<file path="config.mk">
export PLATFORM = sky130hd
export DESIGN_NAME = mem_fill_engine
export DESIGN_NICKNAME = d
export VERILOG_FILES = /design/src/rtl/mem_fill_engine.sv
export SDC_FILE = /design/constraint.sdc
export NUM_CORES = 1
export LEC_CHECK = 0
export ABC_AREA = 1
export BUFFER_PORTS_ARGS = -buffer_cell sky130_fd_sc_hd__buf_2
export CAP_MARGIN = 20
export CORE_UTILIZATION = 30
export CTS_CLUSTER_SIZE = 16
export DETAILED_ROUTE_END_ITERATION = 16
export PLACE_DENSITY_LB_ADDON = 0.2
export SETUP_SLACK_MARGIN = 0.4
export SYNTH_ARGS = -nofsm -noshare
export SYNTH_HDL_FRONTEND = slang
export SYNTH_SLANG_ARGS = --single-unit
</file>
<file path="constraint.sdc">
create_clock -name clk_sys -period 7.95 [get_ports clk_sys]
set_input_delay 0.795 -clock clk_sys [delete_from_list [all_inputs] [get_ports clk_sys]]
set_output_delay 0.795 -clock clk_sys [all_outputs]
set_load 0.005 [all_outputs]
</file>
<file path="src/rtl/mem_fill_engine.sv">
// Programmable RAM fill engine: walks base..base+length-1 and drives one SDRAM write
// per two pacing events, with pend-on-ready, abort and a busy/done handshake.
module mem_fill_engine #(
    parameter int ADDR_W  = 23,
    parameter int DATA_W  = 8,
    parameter int CE_EDGE = 1
) (
    input  logic              clk_sys,
    input  logic              reset,
    input  logic              ce,
    input  logic              start,
    input  logic              abort,
    input  logic              mem_ready,
    input  logic [ADDR_W-1:0] base_addr,
    input  logic [ADDR_W-1:0] length,
    input  logic [1:0]        mode,
    input  logic [DATA_W-1:0] fill_pattern,
    output logic              busy,
    output logic              done,
    output logic              mem_we,
    output logic [ADDR_W-1:0] mem_addr,
    output logic [DATA_W-1:0] mem_din
);

    typedef enum logic [1:0] {ST_IDLE, ST_PEND, ST_GAP, ST_WR} state_t;

    state_t state_reg, state_next;

    logic              start_q_reg;
    logic              ce_q_reg;
    logic              start_edge;
    logic              ce_evt;
    logic              accept;
    logic              last_word;
    logic              load_params;

    logic [ADDR_W-1:0] base_reg, len_reg, offset_reg, offset_next;
    logic [1:0]        mode_reg;
    logic [DATA_W-1:0] pat_reg;

    logic              busy_reg, busy_next;
    logic              done_reg, done_next;
    logic              we_reg, we_next;
    logic [ADDR_W-1:0] addr_reg, addr_next;
    logic [DATA_W-1:0] din_reg, din_next;

    logic [ADDR_W-1:0] gen_base, gen_off, gen_addr;
    logic [1:0]        gen_mode;
    logic [DATA_W-1:0] gen_pat, gen_din, addr_lo, off_lo;

    // start_q is deliberately outside reset so a start held through reset yields no edge.
    always_ff @(posedge clk_sys) begin
        start_q_reg <= start;
    end

    always_ff @(posedge clk_sys) begin
        if (reset) ce_q_reg <= 1'b0;
        else       ce_q_reg <= ce;
    end

    assign start_edge = start & ~start_q_reg;
    assign ce_evt     = (CE_EDGE != 0) ? (ce & ~ce_q_reg) : ce;
    assign accept     = (state_reg == ST_IDLE) & start_edge & ~abort;
    assign last_word  = (offset_reg == (len_reg - ADDR_W'(1)));

    // Word generator: first word straight from the inputs at acceptance, later words from latched state.
    assign gen_base = accept ? base_addr    : base_reg;
    assign gen_off  = accept ? '0           : offset_reg + ADDR_W'(1);
    assign gen_mode = accept ? mode         : mode_reg;
    assign gen_pat  = accept ? fill_pattern : pat_reg;
    assign gen_addr = gen_base + gen_off;

    generate
        for (genvar gi = 0; gi < DATA_W; gi++) begin : g_lo
            if (gi < ADDR_W) begin : g_in
                assign addr_lo[gi] = gen_addr[gi];
                assign off_lo[gi]  = gen_off[gi];
            end else begin : g_pad
                assign addr_lo[gi] = 1'b0;
                assign off_lo[gi]  = 1'b0;
            end
        end
    endgenerate

    always_comb begin
        gen_din = '0;
        case (gen_mode)
            2'd0:    gen_din = '0;
            2'd1:    gen_din = gen_pat;
            2'd2:    gen_din = gen_pat + off_lo;
            default: gen_din = gen_pat ^ addr_lo;
        endcase
    end

    always_ff @(posedge clk_sys) begin
        if (reset) state_reg <= ST_IDLE;
        else       state_reg <= state_next;
    end

    always_comb begin
        state_next = state_reg;
        case (state_reg)
            ST_IDLE: begin
                if (accept && (length != '0))
                    state_next = mem_ready ? ST_GAP : ST_PEND;
            end
            ST_PEND: begin
                if (abort)          state_next = ST_IDLE;
                else if (mem_ready) state_next = ST_GAP;
            end
            ST_GAP: begin
                if (abort)       state_next = ST_IDLE;
                else if (ce_evt) state_next = ST_WR;
            end
            ST_WR: begin
                if (abort)       state_next = ST_IDLE;
                else if (ce_evt) state_next = last_word ? ST_IDLE : ST_GAP;
            end
            default: state_next = ST_IDLE;
        endcase
    end

    always_comb begin
        busy_next   = busy_reg;
        done_next   = 1'b0;
        we_next     = we_reg;
        addr_next   = addr_reg;
        din_next    = din_reg;
        offset_next = offset_reg;
        load_params = 1'b0;
        case (state_reg)
            ST_IDLE: begin
                if (accept) begin
                    load_params = 1'b1;
                    offset_next = '0;
                    if (length == '0) begin
                        done_next = 1'b1;
                    end else begin
                        busy_next = 1'b1;
                        addr_next = gen_addr;
                        din_next  = gen_din;
                    end
                end
            end
            ST_PEND: begin
                if (abort) busy_next = 1'b0;
            end
            ST_GAP: begin
                if (abort) begin
                    busy_next = 1'b0;
                    we_next   = 1'b0;
                end else if (ce_evt) begin
                    we_next = 1'b1;
                end
            end
            ST_WR: begin
                if (abort) begin
                    busy_next = 1'b0;
                    we_next   = 1'b0;
                end else if (ce_evt) begin
                    we_next = 1'b0;
                    if (last_word) begin
                        busy_next = 1'b0;
                        done_next = 1'b1;
                    end else begin
                        offset_next = offset_reg + ADDR_W'(1);
                        addr_next   = gen_addr;
                        din_next    = gen_din;
                    end
                end
            end
            default: begin
                busy_next = 1'b0;
                we_next   = 1'b0;
            end
        endcase
    end

    always_ff @(posedge clk_sys) begin
        if (reset) begin
            busy_reg   <= 1'b0;
            done_reg   <= 1'b0;
            we_reg     <= 1'b0;
            addr_reg   <= '0;
            din_reg    <= '0;
            offset_reg <= '0;
            base_reg   <= '0;
            len_reg    <= '0;
            mode_reg   <= '0;
            pat_reg    <= '0;
        end else begin
            busy_reg   <= busy_next;
            done_reg   <= done_next;
            we_reg     <= we_next;
            addr_reg   <= addr_next;
            din_reg    <= din_next;
            offset_reg <= offset_next;
            if (load_params) begin
                base_reg <= base_addr;
                len_reg  <= length;
                mode_reg <= mode;
                pat_reg  <= fill_pattern;
            end
        end
    end

    assign busy     = busy_reg;
    assign done     = done_reg;
    assign mem_we   = we_reg;
    assign mem_addr = addr_reg;
    assign mem_din  = din_reg;

endmodule
</file>
Word level (Yosys, flattened, before mapping)
Index checks and enable logic that the tools add are counted.
{"block": "op_classes", "bitwise_logic": 8, "n_reduce_logical": 13, "n_addsub": 4, "n_mux": 52, "eq_ne": 17}
{"cell": "$mux W23", "count": 11}
{"cell": "$pmux W23 S2", "count": 2}
{"cell": "$mux W8", "count": 6}
{"cell": "$pmux W8 S3", "count": 1}
{"cell": "$add A23 B1 Y23 const B", "count": 1}
{"cell": "$add A23 B23 Y23", "count": 1}
{"cell": "$eq A23 B23 Y1", "count": 1}
{"cell": "$logic_not A23 Y1", "count": 1}
{"cell": "$reduce_bool A23 Y1", "count": 1}
{"cell": "$sub A23 B1 Y23 const B", "count": 1}
{"cell": "$mux W2", "count": 10}
{"cell": "$mux W1", "count": 17}
{"cell": "$pmux W8 S2", "count": 1}
{"cell": "$ne A3 B3 Y1 const B", "count": 4}
{"cell": "$ne A2 B2 Y1 const B", "count": 5}
{"cell": "$reduce_and A5 Y1", "count": 2}
{"cell": "$add A8 B8 Y8", "count": 1}
{"cell": "$pmux W2 S4", "count": 1}
{"cell": "$xor A8 B8 Y8", "count": 1}
{"cell": "$eq A2 B2 Y1 const B", "count": 3}
{"cell": "$reduce_and A6 Y1", "count": 1}
{"cell": "$and A1 B1 Y1", "count": 4}
{"cell": "$eq A2 B1 Y1 const B", "count": 2}
{"cell": "$logic_not A2 Y1", "count": 2}
{"cell": "9 further kinds", "count": 14}
{"block": "word_totals", "wordCells": 107, "inputBits": 62, "output_inout_bits": 34, "reg_bits": 117}

Logic depth before layout (Yosys ltp)
{"block": "depth", "depth_word": 12, "mapped_depth": 22, "mapped_depth_nobuf": 20}

Least setup slack after synthesis
Ideal clock, no wire load.
{"block": "synth_path", "path_kind": "in2reg", "from": "input abort", "to": "register addr_reg[22], in the netlist mem_addr[22]", "t_required_ns": 7.837, "setup_time_ns": 0.113, "path_buffers": 3, "arrival_ns": 3.826, "stages": 18, "slack_ns": 4.012, "path_cell_list": "nor2_1 -> nand3_1 -> inv_1 -> clkbuf_1 -> clkbuf_1 -> clkbuf_1 -> nor2_1 -> ha_1 -> fa_1 -> nand3_1 -> nand2_1 -> a21boi_0 -> o21ai_0 -> a21oi_1 -> o21ai_0 -> xnor2_1 -> nor2_1 -> nor2_1"}
{"block": "synth_via", "elab_chain_cells": 8, "elab_cells_between_ends": 14, "cone_classes": "add/sub (1); eq/ne (2); mux (8); bitwise (2); reduce/logical (1)"}
{"item": "start: declaration", "line_no": "12", "text": "input logic abort,"}
{"item": "$not A1 Y1", "line_no": "63", "text": "assign accept = (state_reg == ST_IDLE) & start_edge & ~abort;"}
{"item": "$and A1 B1 Y1", "line_no": "63"}
{"item": "$mux W23 (on tied branches)", "line_no": "67, 68"}
{"item": "$add A23 B23 Y23", "line_no": "71", "text": "assign gen_addr = gen_base + gen_off;"}
{"item": "$mux W23", "line_no": "162", "text": "if (last_word) begin"}
{"item": "$mux W23", "line_no": "160", "text": "end else if (ce_evt) begin"}
{"item": "$mux W23", "line_no": "157", "text": "if (abort) begin"}
{"item": "$pmux W23 S2", "line_no": "131", "text": "case (state_reg)"}
{"item": "end signal: assignment", "line_no": "195", "text": "addr_reg <= addr_next;"}
{"item": "end: declaration", "line_no": "44", "text": "logic [ADDR_W-1:0] addr_reg, addr_next;"}
Parallel ways exist; a longest one is shown, timed or not. The select of a mux whose other input is x is not followed.
A chain may end at the register's enable or synchronous reset.

Worst setup path after layout
{"block": "layout_path", "from": "register state_reg[0]", "to": "register addr_reg[22], in the netlist mem_addr[22]"}
{"block": "layout_via", "elab_chain_cells": 9, "elab_cells_between_ends": 20, "cone_classes": "add/sub (1); eq/ne (6); mux (8); bitwise (2); reduce/logical (3)"}
{"item": "start: declaration", "line_no": "27", "text": "state_t state_reg, state_next;"}
{"item": "start signal: assignment", "line_no": "97", "text": "else state_reg <= state_next;"}
{"item": "$logic_not A2 Y1", "line_no": "63, 131"}
{"item": "$and A1 B1 Y1 (2 in series)", "line_no": "63"}
{"item": "$mux W23 (on tied branches)", "line_no": "67, 68"}
{"item": "$add A23 B23 Y23", "line_no": "71"}
{"item": "$mux W23", "line_no": "162"}
{"item": "$mux W23", "line_no": "160"}
{"item": "$mux W23", "line_no": "157"}
{"item": "$pmux W23 S2", "line_no": "131"}
Parallel ways exist; a longest one is shown, timed or not. The select of a mux whose other input is x is not followed.

==> key figures <==
Worst setup path
  – Reg2reg end: mem_addr[22]
  – Worst setup SP type: register
  – Worst EP arrival: roughly 5 ns
  – Nature of the critical path endpoint: register
  – Worst reg2reg path depth: 19
  – Worst reg2reg startpoint: state_reg[0]
  – Crit path max fanout: between 70 and 80
  – WS Path Type: reg2reg
  – Internal reg-to-reg setup slack: 3.28 ns
  – Worst path required time: between 8 and 9 ns

Timing
  – Rel. slew slack: 0.3472
  – Max Fclk: 0.2139 GHz
  – Worst hold slack: around 0.46 ns
  – Minimum clock period: about 4.7 ns
  – Final hold violation count: 0
  – Setup ws final: ~3.3 ns
  – Post-Route Setup TNS: 0 ns
  – Tcrit/Tclk final: 0.5880
  – Clock Skew: 0.009112 ns
  – Max Slew Vio Count: 0
  – Setup Viol. Count Final: 0
  – Worst slew pin tran: between 0.9 and 1 ns
  – Unrepaired setup endpoints after global routing: no

Die
  – I/O pin count: 96
  – Die X: approximately 170 um
  – Die Y: between 150 and 200 um
  – Die footprint: about 27000 sq um
  – Initial Utilization: 0.3071
  – Rows: 59
  – Placeable core area: ~26000 sq um

Synthesis
  – Largest family of logic cells by synthesized area: simple AND/OR/NAND/NOR gates
  – Area contributors post-synth: dfxtp_1 29%, nor2_1 13%, nand2_1 12%, inv_1 8.2%, o21ai_0 6.0%
  – Post-Synth Simple-Gate Area: 0.3571
  – Syn Std Cell Area: between 8000 and 9000 sq um
  – Most common cell in the synthesized netlist: nor2_1
  – Distinct cells, synth: 43
  – Synth Flop Type: dfxtp_1
  – Asr flop ratio synth: 0
  – Syn avg cell area: approximately 6.2 sq um
  – Number of synthesis warnings: 0
  – Synth Area in Compound Gates: 0.1171
  – Area share of the largest cell type after synthesis: 0.2910
  – Number of flops mapped to enable cells by yosys: 0
  – Adder-cell share of the synthesized area: 0.06095
  – Syn_nets: roughly 1400
  – Post-synthesis xor/xnor area fraction: 0.06483
  – Post-synthesis mux area share: 0
  – Mapped Cells: between 1000 and 1500
  – Post-synth top area cell: dfxtp_1
  – Register bit total from synthesis: around 120
  – Sequential fraction of the synthesis area: 0.2910
  – Post-synth top cells: 278 x nor2_1, 260 x nand2_1, 175 x inv_1, 117 x dfxtp_1, 96 x o21ai_0

Layout
  – Util after Layout: 0.3585
  – ANT cells: 0
  – FILL cells: between 2000 and 3000
  – Share of layout cells above drive strength 1: 0.1198
  – Final instance area: between 9000 and 10000 sq um
  – Non-filler cells in the finished layout: around 1700
  – Layout area overhead: 16.73%
  – # nets final: around 1500

Pwr
  – Pwr dens: around 380 nW/um^2
  – VDD IR-drop max: ~0.15 mV
  – Design Power: approximately 3.6 mW
  – Leakage power: 4.764 nW

GRT
  – First-pass GRT wire length: around 38000 um
  – Gr usage total: 0.1736
  – Grt ovf: 0
  – Initial antenna violation count: 0
  – Vias in the first global route: 7423
  – Largest net degree at the start of global routing: 80

Place
  – Hpwl dp: approximately 17000 um
  – Placed Cells: 1680
  – Placement Cell Area: between 8000 and 9000 sq um
  – Placer congestion estimate: roughly 0.86
  – IO buf count: between 90 and 100
  – Post-place setup slack: slightly above 3 ns

Outcome
  – Failing checks: design-rule violations
  – Status: finished with violations

Drt
  – Final wirelength: approximately 23000 um
  – WL/cell: ~14 um
  – # DRC: 4
  – DR iter-0 viols: around 380
  – Antenna Nets Post-Route: 0
  – Via/cell ratio: between 4 and 5
  – First-pass DRT Iterations: 11
  – Routed via count: between 7000 and 8000

Job
  – Max Cap Viol: 0

Clock tree
  – Post-cts gate resize count: 0
  – CTS tree: built
  – Clock Path Buffers: 2
  – H-tree depth: 4
  – Root Buffer: clkbuf_16
  – CTS clk-pin slew, worst paths: 0.06 ns
  – Num Clock Sinks: around 120
  – Setup repair bufs after CTS: 0
  – TritonCTS Buffers: 17
  – Latest clock arrival within the worst-skew pair: around 0.43 ns
  – Count of hold-fix buffers inserted at cts: 0

Worst hold path
  – Hold depth: 2
  – Hold endpoint: mem_we
  – Worst hold path type: reg2reg
  – Start point of the worst hold path: mem_we
## cell usage in the layout (no fill, tap or decap), drive strengths merged, types with 3 or more instances in the layout
master  count
nand3      46
xnor2      23
dfxtp     117
clkinv      5
inv       177
nor3       11
ha         36
nand2     261
o21ai     107
xor2       34
nand4      36
nor4        7
o21bai      5
buf        99
bufinv      3
a21o        6
nor2      287
o22ai       4
clkbuf     24
or2        20
nand3b      6
a21oi      48
## cell families after synthesis
family          count (synthesis)
simple gates                  676
buf+inv                       224
compound gates                178
flops                         117
xor+xnor                       58
fa+ha+maj                      38
## worst max-delay path by stage
| stage | startpoint | cells after the start | slack (ns) | to |
|---|---|---|---|---|
| 6_report | state_reg[0] | 19 | 3.28 | mem_addr[22] |
| 4_1_cts | state_reg[0] | 19 | 3.22 | mem_addr[22] |
| 3_3_place_gp | abort | 19 | 3.10 | mem_addr[22] |
| 5_1_grt | state_reg[0] | 19 | 2.63 | mem_addr[22] |
| 3_5_place_dp | abort | 19 | 3.03 | mem_addr[22] |
| 2_1_floorplan | abort | 18 | 4.01 | mem_addr[22] |
## report_power, final
group | total, mW | internal (mW) | switching (mW)
sequential | 0.918 | 0.764 | 0.154
combinational | 1.81 | 0.668 | 1.15
clock | 0.825 | 0.533 | 0.292
## routing by layer
layer | global-route usage | part of all wire
met1 | 0.2360 | 0.50
met2 | 0.2819 | 0.45
met3 | 0.02455 | 0.034
met5 | 0 | 0
met4 | 0.05729 | 0.017
## critical path, cell delays in order, from the launching register on
cell	delay (ns)
dfxtp_1	0.38
inv_1	0.10
ha_1	0.26
nand3_2	0.09
buf_4	0.56
inv_1	0.41
or2_2	0.38
o21ai_1	0.11
inv_1	0.06
ha_1	0.28
fa_1	0.42
nand3_1	0.08
nand2_1	0.10
a21boi_0	0.37
o21ai_0	0.24
a21oi_1	0.25
o21ai_0	0.14
xnor2_1	0.14
nor2_1	0.09
nor2_1	0.07
## layout make-up
cell class,instances,area [sq um],share of cell area
multi-input cells,950,4833,0.5145
flip-flops and latches,117,2342,0.2493
inverters,179,671.9,0.07152
repair buffers,99,505.5,0.05381
clock buffers,24,501.7,0.05341
well taps,335,419.2,0.04462
clock inverters,8,120.1,0.01279
(Power assumes the default switching activity.)
